<file path="config.mk">
export PLATFORM = sky130hd
export DESIGN_NAME = fpu_host_master
export DESIGN_NICKNAME = d
export VERILOG_FILES = /design/src/rtl/fpu_host_pkg.sv /design/src/rtl/fpu_host_timeout.sv /design/src/rtl/fpu_host_master.sv
export SDC_FILE = /design/constraint.sdc
export NUM_CORES = 1
export LEC_CHECK = 0
export ABC_AREA = 0
export CORE_UTILIZATION = 52
export CTS_BUF_LIST = sky130_fd_sc_hd__clkbuf_4 sky130_fd_sc_hd__clkbuf_8
export DETAILED_ROUTE_END_ITERATION = 6
export PLACE_DENSITY_LB_ADDON = 0.15
export RECOVER_POWER = 50
export SKIP_CTS_REPAIR_TIMING = 1
export SYNTH_ARGS = -nofsm -noshare
export SYNTH_HDL_FRONTEND = slang
export SYNTH_SLANG_ARGS = --single-unit
export TNS_END_PERCENT = 1
</file>
<file path="constraint.sdc">
create_clock -name CLK -period 3.55 [get_ports CLK]
set_input_delay 0.71 -clock CLK [delete_from_list [all_inputs] [get_ports CLK]]
set_output_delay 0.71 -clock CLK [all_outputs]
set_load 0.05 [all_outputs]
</file>
<file path="src/rtl/fpu_host_pkg.sv">
// Shared types and constants for the FPU_Control host-side initiator.
package fpu_host_pkg;

   localparam int WORD_W = 32;
   localparam int HALF_W = 16;
   localparam int EXC_W  = 3;

   localparam logic OPT_MUL = 1'b1;
   localparam logic OPT_ADD = 1'b0;

   typedef enum logic [3:0] {
      IDLE,
      SEND_A,
      SEND_B,
      WAIT_HI,
      ACK_HI,
      WAIT_LO,
      ACK_LO,
      DRAIN,
      RESP
   } state_e;

endpackage

</file>
<file path="src/rtl/fpu_host_timeout.sv">
// Per-state watchdog: cleared on load, counts while enabled, flags when TIMEOUT is reached.
module fpu_host_timeout #(
   parameter int TIMEOUT = 1024,
   parameter int TO_W    = 11
) (
   input  logic clk_i,
   input  logic rst_ni,
   input  logic load_i,
   input  logic en_i,
   output logic expired_o
);

   logic [TO_W-1:0] cnt_q;

   // Saturates at TIMEOUT so a held expiry cannot wrap back to zero.
   always_ff @(posedge clk_i or negedge rst_ni) begin
      if (!rst_ni) begin
         cnt_q <= '0;
      end else if (load_i) begin
         cnt_q <= '0;
      end else if (en_i && !expired_o) begin
         cnt_q <= cnt_q + 1'b1;
      end
   end

   assign expired_o = (TIMEOUT != 0) && (cnt_q == TO_W'(TIMEOUT));

endmodule

</file>
<file path="src/rtl/fpu_host_master.sv">
// Host-side initiator: sends an operand pair to FPU_Control and collects the
// two-half-word result, returning it on a valid/ready response port.
module fpu_host_master
   import fpu_host_pkg::*;
#(
   parameter int   TIMEOUT  = 1024,
   parameter int   TO_W     = 11,
   parameter logic MODE_VAL = 1'b0
) (
   input  logic                CLK,
   input  logic                RSTn,
   input  logic                req_valid,
   output logic                req_ready,
   input  logic [WORD_W-1:0]   req_op_a,
   input  logic [WORD_W-1:0]   req_op_b,
   input  logic                req_opt,
   output logic                rsp_valid,
   input  logic                rsp_ready,
   output logic [WORD_W-1:0]   rsp_data,
   output logic [EXC_W-1:0]    rsp_exc,
   output logic                rsp_err,
   output logic                CS,
   output logic [WORD_W-1:0]   DIN,
   output logic                DIV,
   input  logic                DACK,
   output logic                OPT,
   output logic                MODE,
   input  logic [HALF_W-1:0]   DOUT,
   input  logic                DOV,
   output logic                DOA,
   input  logic [EXC_W-1:0]    EXC,
   input  logic                ABUSY,
   input  logic                MBUSY
);

   state_e            state_q, state_d;
   logic [WORD_W-1:0] opA_q, opA_d, opB_q, opB_d, din_q, din_d, res_q, res_d;
   logic [EXC_W-1:0]  exc_q, exc_d;
   logic              opt_q, opt_d, div_q, div_d, doa_q, doa_d;
   logic              err_q, err_d, rspValid_q, rspValid_d, cs_q;
   logic              busy, waitState, expired;

   assign busy      = (opt_q == OPT_MUL) ? MBUSY : ABUSY;
   assign waitState = (state_q == SEND_A) || (state_q == SEND_B) || (state_q == WAIT_HI) ||
                      (state_q == WAIT_LO) || (state_q == DRAIN);

   fpu_host_timeout #(.TIMEOUT(TIMEOUT), .TO_W(TO_W)) uTimeout (
      .clk_i     (CLK),
      .rst_ni    (RSTn),
      .load_i    (state_d != state_q),
      .en_i      (waitState),
      .expired_o (expired)
   );

   // A word only moves when DIV was already high at the edge, so DACK seen
   // while stalled is ignored; DIV stays up across the A-to-B boundary.
   always_comb begin
      state_d    = state_q;
      opA_d      = opA_q;
      opB_d      = opB_q;
      opt_d      = opt_q;
      div_d      = div_q;
      din_d      = din_q;
      doa_d      = 1'b0;
      res_d      = res_q;
      exc_d      = exc_q;
      err_d      = err_q;
      rspValid_d = rspValid_q;
      unique case (state_q)
         IDLE: if (req_valid) begin
            opA_d   = req_op_a;
            opB_d   = req_op_b;
            opt_d   = req_opt;
            din_d   = req_op_a;
            err_d   = 1'b0;
            state_d = SEND_A;
         end
         SEND_A: if (div_q && DACK) begin
            din_d   = opB_q;
            state_d = SEND_B;
         end else begin
            div_d = !busy;
         end
         SEND_B: if (div_q && DACK) begin
            div_d   = 1'b0;
            state_d = WAIT_HI;
         end else begin
            div_d = !busy;
         end
         WAIT_HI: if (DOV) begin
            res_d   = {DOUT, res_q[HALF_W-1:0]};
            exc_d   = EXC;
            doa_d   = 1'b1;
            state_d = ACK_HI;
         end
         ACK_HI: state_d = WAIT_LO;
         WAIT_LO: if (DOV) begin
            res_d   = {res_q[WORD_W-1:HALF_W], DOUT};
            doa_d   = 1'b1;
            state_d = ACK_LO;
         end
         ACK_LO: state_d = DRAIN;
         DRAIN: if (!DOV) begin
            rspValid_d = 1'b1;
            state_d    = RESP;
         end
         RESP: if (rsp_ready) begin
            rspValid_d = 1'b0;
            state_d    = IDLE;
         end
         default: state_d = IDLE;
      endcase
      if (waitState && expired) begin
         div_d      = 1'b0;
         doa_d      = 1'b0;
         res_d      = '0;
         err_d      = 1'b1;
         rspValid_d = 1'b1;
         state_d    = RESP;
      end
   end

   // Every FPU-facing output comes straight from a flop.
   always_ff @(posedge CLK or negedge RSTn) begin
      if (!RSTn) begin
         state_q    <= IDLE;
         opA_q      <= '0;
         opB_q      <= '0;
         opt_q      <= OPT_ADD;
         div_q      <= 1'b0;
         din_q      <= '0;
         doa_q      <= 1'b0;
         res_q      <= '0;
         exc_q      <= '0;
         err_q      <= 1'b0;
         rspValid_q <= 1'b0;
         cs_q       <= 1'b0;
      end else begin
         state_q    <= state_d;
         opA_q      <= opA_d;
         opB_q      <= opB_d;
         opt_q      <= opt_d;
         div_q      <= div_d;
         din_q      <= din_d;
         doa_q      <= doa_d;
         res_q      <= res_d;
         exc_q      <= exc_d;
         err_q      <= err_d;
         rspValid_q <= rspValid_d;
         cs_q       <= 1'b1;
      end
   end

   assign req_ready = (state_q == IDLE);
   assign rsp_valid = rspValid_q;
   assign rsp_data  = res_q;
   assign rsp_exc   = exc_q;
   assign rsp_err   = err_q;
   assign CS        = cs_q;
   assign DIN       = din_q;
   assign DIV       = div_q;
   assign OPT       = opt_q;
   assign MODE      = MODE_VAL;
   assign DOA       = doa_q;

endmodule

</file>
==> impl_metrics.csv <==
group,metric,value,unit
status,outcome,"complete, but fails checks",
status,failed_checks,"capacitance limit, slew limit",
floorplanning,die_area,10940,um2
clocking,clkTransAtPathRegs,0.06,ns
sta,final_max_slew_viol_count,90,
setup_path,critPathArrivalTime,2.40,ns
detailed_routing,avgRoutedWirePerCell,16.08,um
cells_and_area,num_antenna_cells,0,
clocking,cts.sinks,120,
sta,period_share,0.8756,
sta,worst_pin_slew,1.668,ns
setup_path,required,2.84,ns
synthesis,netlist_area,5475,um2
synthesis,synth.top_cells.by_count,"dfrtp_1, mux2i_1, nand2_1",
detailed_routing,drt-initial-drc-count,130,
setup_path,slowest_delay,0.91,ns
floorplanning,pin_count,167,
placed_design,gp_congestion,0.7968,
sta,fmax,0.3217,GHz
placed_design,post-place-ws,0.6842,ns
synthesis,yosysMostFrequentCell,"dfrtp_1",
worst_hold_path,worstHoldPathType,"flop to flop",
clocking,clk_latency,0.42,ns
detailed_routing,ant_nets,0,
synthesis,synth-compound-area-share,0.06399,
global_route,grt_overflow,0,
placed_design,dp_cells,741,
cells_and_area,syn_to_final_growth,38.85,%
floorplanning,die_h,104.6,um
sta,tns,0,ns
synthesis,synth-xor-area-share,0.01760,
synthesis,synth.largest_area_cell,"dfrtp_1",
detailed_routing,drtPass1Iterations,4,
setup_path,cp_slowest_cell,"clkdlybuf4s50_1",
floorplanning,num_rows,37,
synthesis,synth_fa_ha_area_frac,0.004570,
synthesis,yosysWarnings,0,
cells_and_area,final_cells,773,
synthesis,async_flop_share,1.000,
setup_path,path_cells,"nor4_1, clkdlybuf4s50_1",
synthesis,synth_top_family_by_area,"multiplexers",
global_route,grt_max_degree,69,
setup_path,end_kind,"output pin",
power_and_ir_drop,p_leak,3.182,nW
synthesis,synth_cells,462,
synthesis,synth_top_area_frac,0.5484,
setup_path,crit_buf_inv,1,
sta,fin_ws,0.4415,ns
sta,relSlewSlack,-0.1123,
clocking,clockBufferDepth,2,
setup_path,path_class,"flop to output pin",
sta,final.setup_skew,0.01193,ns
cells_and_area,stdcell_area,7602,um2
clocking,clockRootBuffer,"clkbuf_8",
global_route,antenna_found_initial,0,
sta,rsz0062_at_grt,"false",
synthesis,yosys_register_bits,120,
floorplanning,coreArea,10280,um2
detailed_routing,routed_via_density,5.230,
synthesis,synth-simple-area-share,0.1319,
detailed_routing,vias,4043,
placed_design,dpl-instance-area,7228,um2
sta,holdWs,0.4824,ns
run,drv_cap,2,
synthesis,yosysSeqAreaShare,0.5484,
synthesis,synth_area_leaders,"dfrtp_1, mux2i_1, mux2_1, nand2_1, o21ai_1",
placed_design,hpwl,8754,um
sta,setup_violations,0,
synthesis,synth_nets,556,
sta,hold_viol,0,
detailed_routing,wl,12430,um
sta,period_needed,3.108,ns
floorplanning,die_x,104.6,um
cells_and_area,finalCoreUtilization,0.7397,
global_route,track_usage,0.2424,
clocking,cts_made_buffers,17,
floorplanning,start_util,0.5327,
synthesis,synth-edff-count,0,
power_and_ir_drop,power,7.541,mW
setup_path,crit_family,"buffers and inverters",
cells_and_area,layout.nets,718,
clocking,cts_tree,"done",
synthesis,muxShareOfSynthArea,0.1977,
cells_and_area,drive_gt1_frac,0.1036,
synthesis,synth_cell_types,53,
setup_path,path_max_fanout,20,
detailed_routing,drc,0,
placed_design,numPortBuffers,165,
setup_path,critPathLaunchType,"flop",
power_and_ir_drop,p_per_area,991.9,nW/um2
global_route,grt_pass1_vias,4227,
power_and_ir_drop,peakVddDrop,0.5339,mV
synthesis,synthFlopType,"dfrtp_1",
global_route,grt_pass1_wl,20580,um
synthesis,synth.avg_cell_area,11.85,um2
clocking,h-tree-depth,4,
[metal layers]
metal / share of wire / GRT usage / wire, um / vias up
li1: - / - / - / 1942
met1: 0.40 / 0.2767 / 4998 / 1956
met2: 0.51 / 0.4120 / 6310 / 133
met3: 0.079 / 0.09919 / 987 / 12
met4: 0.011 / 0.08149 / 134 / 0
met5: 0 / 0 / 0 / -
[final timing paths]
check / start / to / slack [ns] / cells after the start
min in group asynchronous: RSTn / uTimeout.cnt_q[4] / 0.70 / 1
max: state_q[0] / req_ready / 0.44 / 2
max in group asynchronous: RSTn / uTimeout.cnt_q[9] / 0.78 / 2
min reg2reg: DIN[3] / DIN[3] / 0.48 / 2
min: DIN[3] / DIN[3] / 0.48 / 2
max reg2reg: state_q[0] / DIN[5] / 0.70 / 5
[layout make-up]
class,instances,area (um2)
clock buffers,24,305.3
clock inverters,8,118.9
fillers,721,2675
inverters,3,11.26
multi-input cells,308,2278
flip-flops and latches,120,3003
well taps,136,170.2
repair buffers,174,1715
[state kept, by name, indices dropped and copies added, names as in the netlist]
register	flops
CS	1
DIN	32
opB_q	32
uTimeout.cnt_q	11
rsp_valid	1
OPT	1
rsp_data	32
state_q	4
rsp_exc	3
DOA	1
DIV	1
rsp_err	1
[cells by family after synthesis]
logic type	after synthesis
fa+ha+maj	2
mux	103
other cells	2
simple gates	134
flops	120
xor+xnor	11
compound gates	56
buf+inv	34
[worst reg2reg max path: cells and delay by family (launching register included)]
family / cells / cell delay, ns
DFF: 1 / 0.58
buffers and inverters: 2 / 0.54
AOI/OAI and AO/OA: 2 / 1.34
and+or+nand+nor: 1 / 0.27
[power by group]
group          internal [mW]  switching [mW]  total, mW
Sequential              1.97           0.394       2.37
Combinational           1.44            2.44       3.88
Clock                  0.779           0.517       1.30
[layout by cell type, fill, tap and decap left out, drive strengths merged, types with 2 or more instances in the layout]
cell type and count:
clkbuf 28, nor3 7, ha 2, mux2 38
nand2 47, o21ai 39, nor2 42, bufinv 3
o22ai 2, mux2i 65, clkinv 5, o31ai 2
a21oi 2, inv 3, and3 2, nor4 14
buf 6, xor2 2, clkdlybuf4s50 158, nor3b 3
conb 2, and2 4, dfrtp 120, xnor2 9
nor4b 6, dlygate4sd3 6, nor2b 2
Note: power is estimated with default switching activity, not from simulation.
==> edit, RTL diff (same settings) <==
Make the reset (`RSTn` and `rst_ni`) synchronous in 2 clocked blocks.
--- a/src/rtl/fpu_host_timeout.sv
+++ b/src/rtl/fpu_host_timeout.sv
@@ -13,7 +13,7 @@
    logic [TO_W-1:0] cnt_q;
 
    // Saturates at TIMEOUT so a held expiry cannot wrap back to zero.
-   always_ff @(posedge clk_i or negedge rst_ni) begin
+   always_ff @(posedge clk_i) begin
       if (!rst_ni) begin
          cnt_q <= '0;
       end else if (load_i) begin
--- a/src/rtl/fpu_host_master.sv
+++ b/src/rtl/fpu_host_master.sv
@@ -121,7 +121,7 @@
    end
 
    // Every FPU-facing output comes straight from a flop.
-   always_ff @(posedge CLK or negedge RSTn) begin
+   always_ff @(posedge CLK) begin
       if (!RSTn) begin
          state_q    <= IDLE;
          opA_q      <= '0;
Function: differs if RSTn is asserted again (counterexample within 4 cycles, from zero or initial values and one cycle with RSTn low); with RSTn held inactive, the same outputs for 10 cycles.
==> edit against the unedited design <==
Via count grew 12%. First-iteration DRC count is the same. Worst setup slack gained 140 ps. The flow still finishes with violations (max-capacitance violations, max-slew violations). Synthesized area shrank 5.3%. Final area shrank 5.7%. Sequential cell count is the same. Routed wire length grew 2.7%. Global-route usage grew 0.13 points.
Power is not compared: it rests on default switching activity, and its combinational part moved more than twofold at a synthesized area within 25%.
==> edit: results (changes against the unedited design) <==
Routing
  • DR WL met2: 6130 µm (was 6310 µm)
  • Initial DRC Count: 130 (unchanged)
  • Post-Route WL: 12,800 µm (was 12,400 µm)
  • WL per Instance: 14.7 µm (was 16.1 µm)
  • WL met3: 885 µm (was 987 µm)
  • Via density: 5.20 (was 5.23)
  • Metal-1 WL: 5490 µm (was 5000 µm)

Status
  • Violated checks: max-capacitance violations, max-slew violations (unchanged)
  • Status: finished, violations left (unchanged)

Placement
  • RD Place Congestion: 0.821 (was 0.797)
  • Placed wire-length estimate: 8600 µm (was 8750 µm)
  • Inst Count DP: 836 (was 741)
  • Post-DP Area: 6800 µm² (was 7230 µm²)
  • Worst slack, placed: 787 ps (was 684 ps)

GRT
  • Total track usage: 24.4% (was 24.2%)
  • GR met2 Demand/Resource: 41.2% (about the same)
  • First-pass GRT wire length: 19,800 µm (was 20,600 µm)
  • Met1 Use GR: 29.2% (was 27.7%)
  • Met3 usage: 8.41% (was 9.92%)
  • Largest net degree at the start of global routing: 71 (was 69)
  • Vias in the first global route: 4,281 (was 4,227)

Synth
  • Syn_area_per_cell: 9.04 µm² (was 11.9 µm²)
  • Synth top area cells: dfxtp_1 46%, nand2_1 13%, mux2i_1 6.8% (was dfrtp_1 55%, mux2i_1 12%, mux2_1 6.2%)
  • Dominant cell type by area after synthesis: dfxtp_1 (was dfrtp_1)
  • Register area share after synthesis: 46.3% (was 54.8%)
  • Most instantiated cells after synthesis: 178 x nand2_1, 120 x dfxtp_1, 37 x a21boi_1 (was 120 x dfrtp_1, 65 x mux2i_1, 46 x nand2_1)
  • Syn nets: 668 (was 556)
  • Ys async rst share: 0% (was 100%)

Cells and area
  • Total Nets Final: 816 (was 718)
  • Fillers: 762 (was 721)
  • Fraction of layout cells with a size suffix above 1: 7.76% (was 10.4%)
  • Multi-input logic area: 2490 µm² (was 2280 µm²)

Flow run
  • Maxcap violations: 2 (unchanged)

Pwr
  • Tot Pwr: 3.29 mW
  • Worst VDD drop: 0.286 mV

Timing
  • Max-slew violation count: 105 (was 90)
  • Layout Skew: 15.2 ps (was 11.9 ps)
  • Actual slew at the worst max-slew pin: 2580 ps (was 1670 ps)

Worst setup path
  • CP max stage delay: 860 ps (was 910 ps)

CTS
  • # H-tree levels: 4 (unchanged)
edit: changes by cell type in the layout (fill, tap and decap cells not counted), moves of 10 or more:
cell | before | now
clkdlybuf4s50_1 | 158 | 140
o211a_1 | 0 | 32
mux2i_1 | 65 | 35
a21boi_0 | 0 | 34
a21oi_1 | 1 | 36
nand2_1 | 46 | 179
nor3_2 | 0 | 11
nor4_2 | 10 | 0
dfxtp_1 | 0 | 120
o21ai_1 | 26 | 0
dfrtp_1 | 120 | 0
dlygate4sd3_1 | 6 | 24
nor2_1 | 42 | 7
mux2_1 | 30 | 0
edit: kinds of logic after synthesis:
| group | after synthesis | synth area share (%) |
|---|---|---|
| compound gates | 125 | 18.1 |
| fa+ha+maj | 2 | 0.482 |
| xor+xnor | 10 | 1.69 |
| flops | 120 | 46.3 |
| other cells | 1 | 0.0723 |
| buf+inv | 48 | 5.52 |
| mux | 35 | 6.76 |
| simple gates | 233 | 21.0 |
edit: area by class of cell:
cell class	count	area share (%)
Multi-Input combinational cell	406	34.7
Tap cell	133	2.32
Timing Repair Buffer	172	23.7
Clock buffer	18	3.45
Sequential cell	120	33.5
Inverter	5	0.262
Clock inverter	14	2.04
edit: path summary, 6_finish.rpt:
path                       end  slack, ps    startpoint  depth (start not counted)
setup / recovery     req_ready        580    state_q[0]                          2
hold / removal    rsp_data[31]        450  rsp_data[31]                          2
setup reg to reg     opB_q[18]        630    state_q[0]                          5
hold reg to reg   rsp_data[31]        450  rsp_data[31]                          2
edit: worst reg2reg max path: stages, from the launching register on:
cell	delay, ps
dfxtp_1	550
nor4_4	430
and2_1	200
clkbuf_1	1250
nand2_1	160
a21boi_0	250
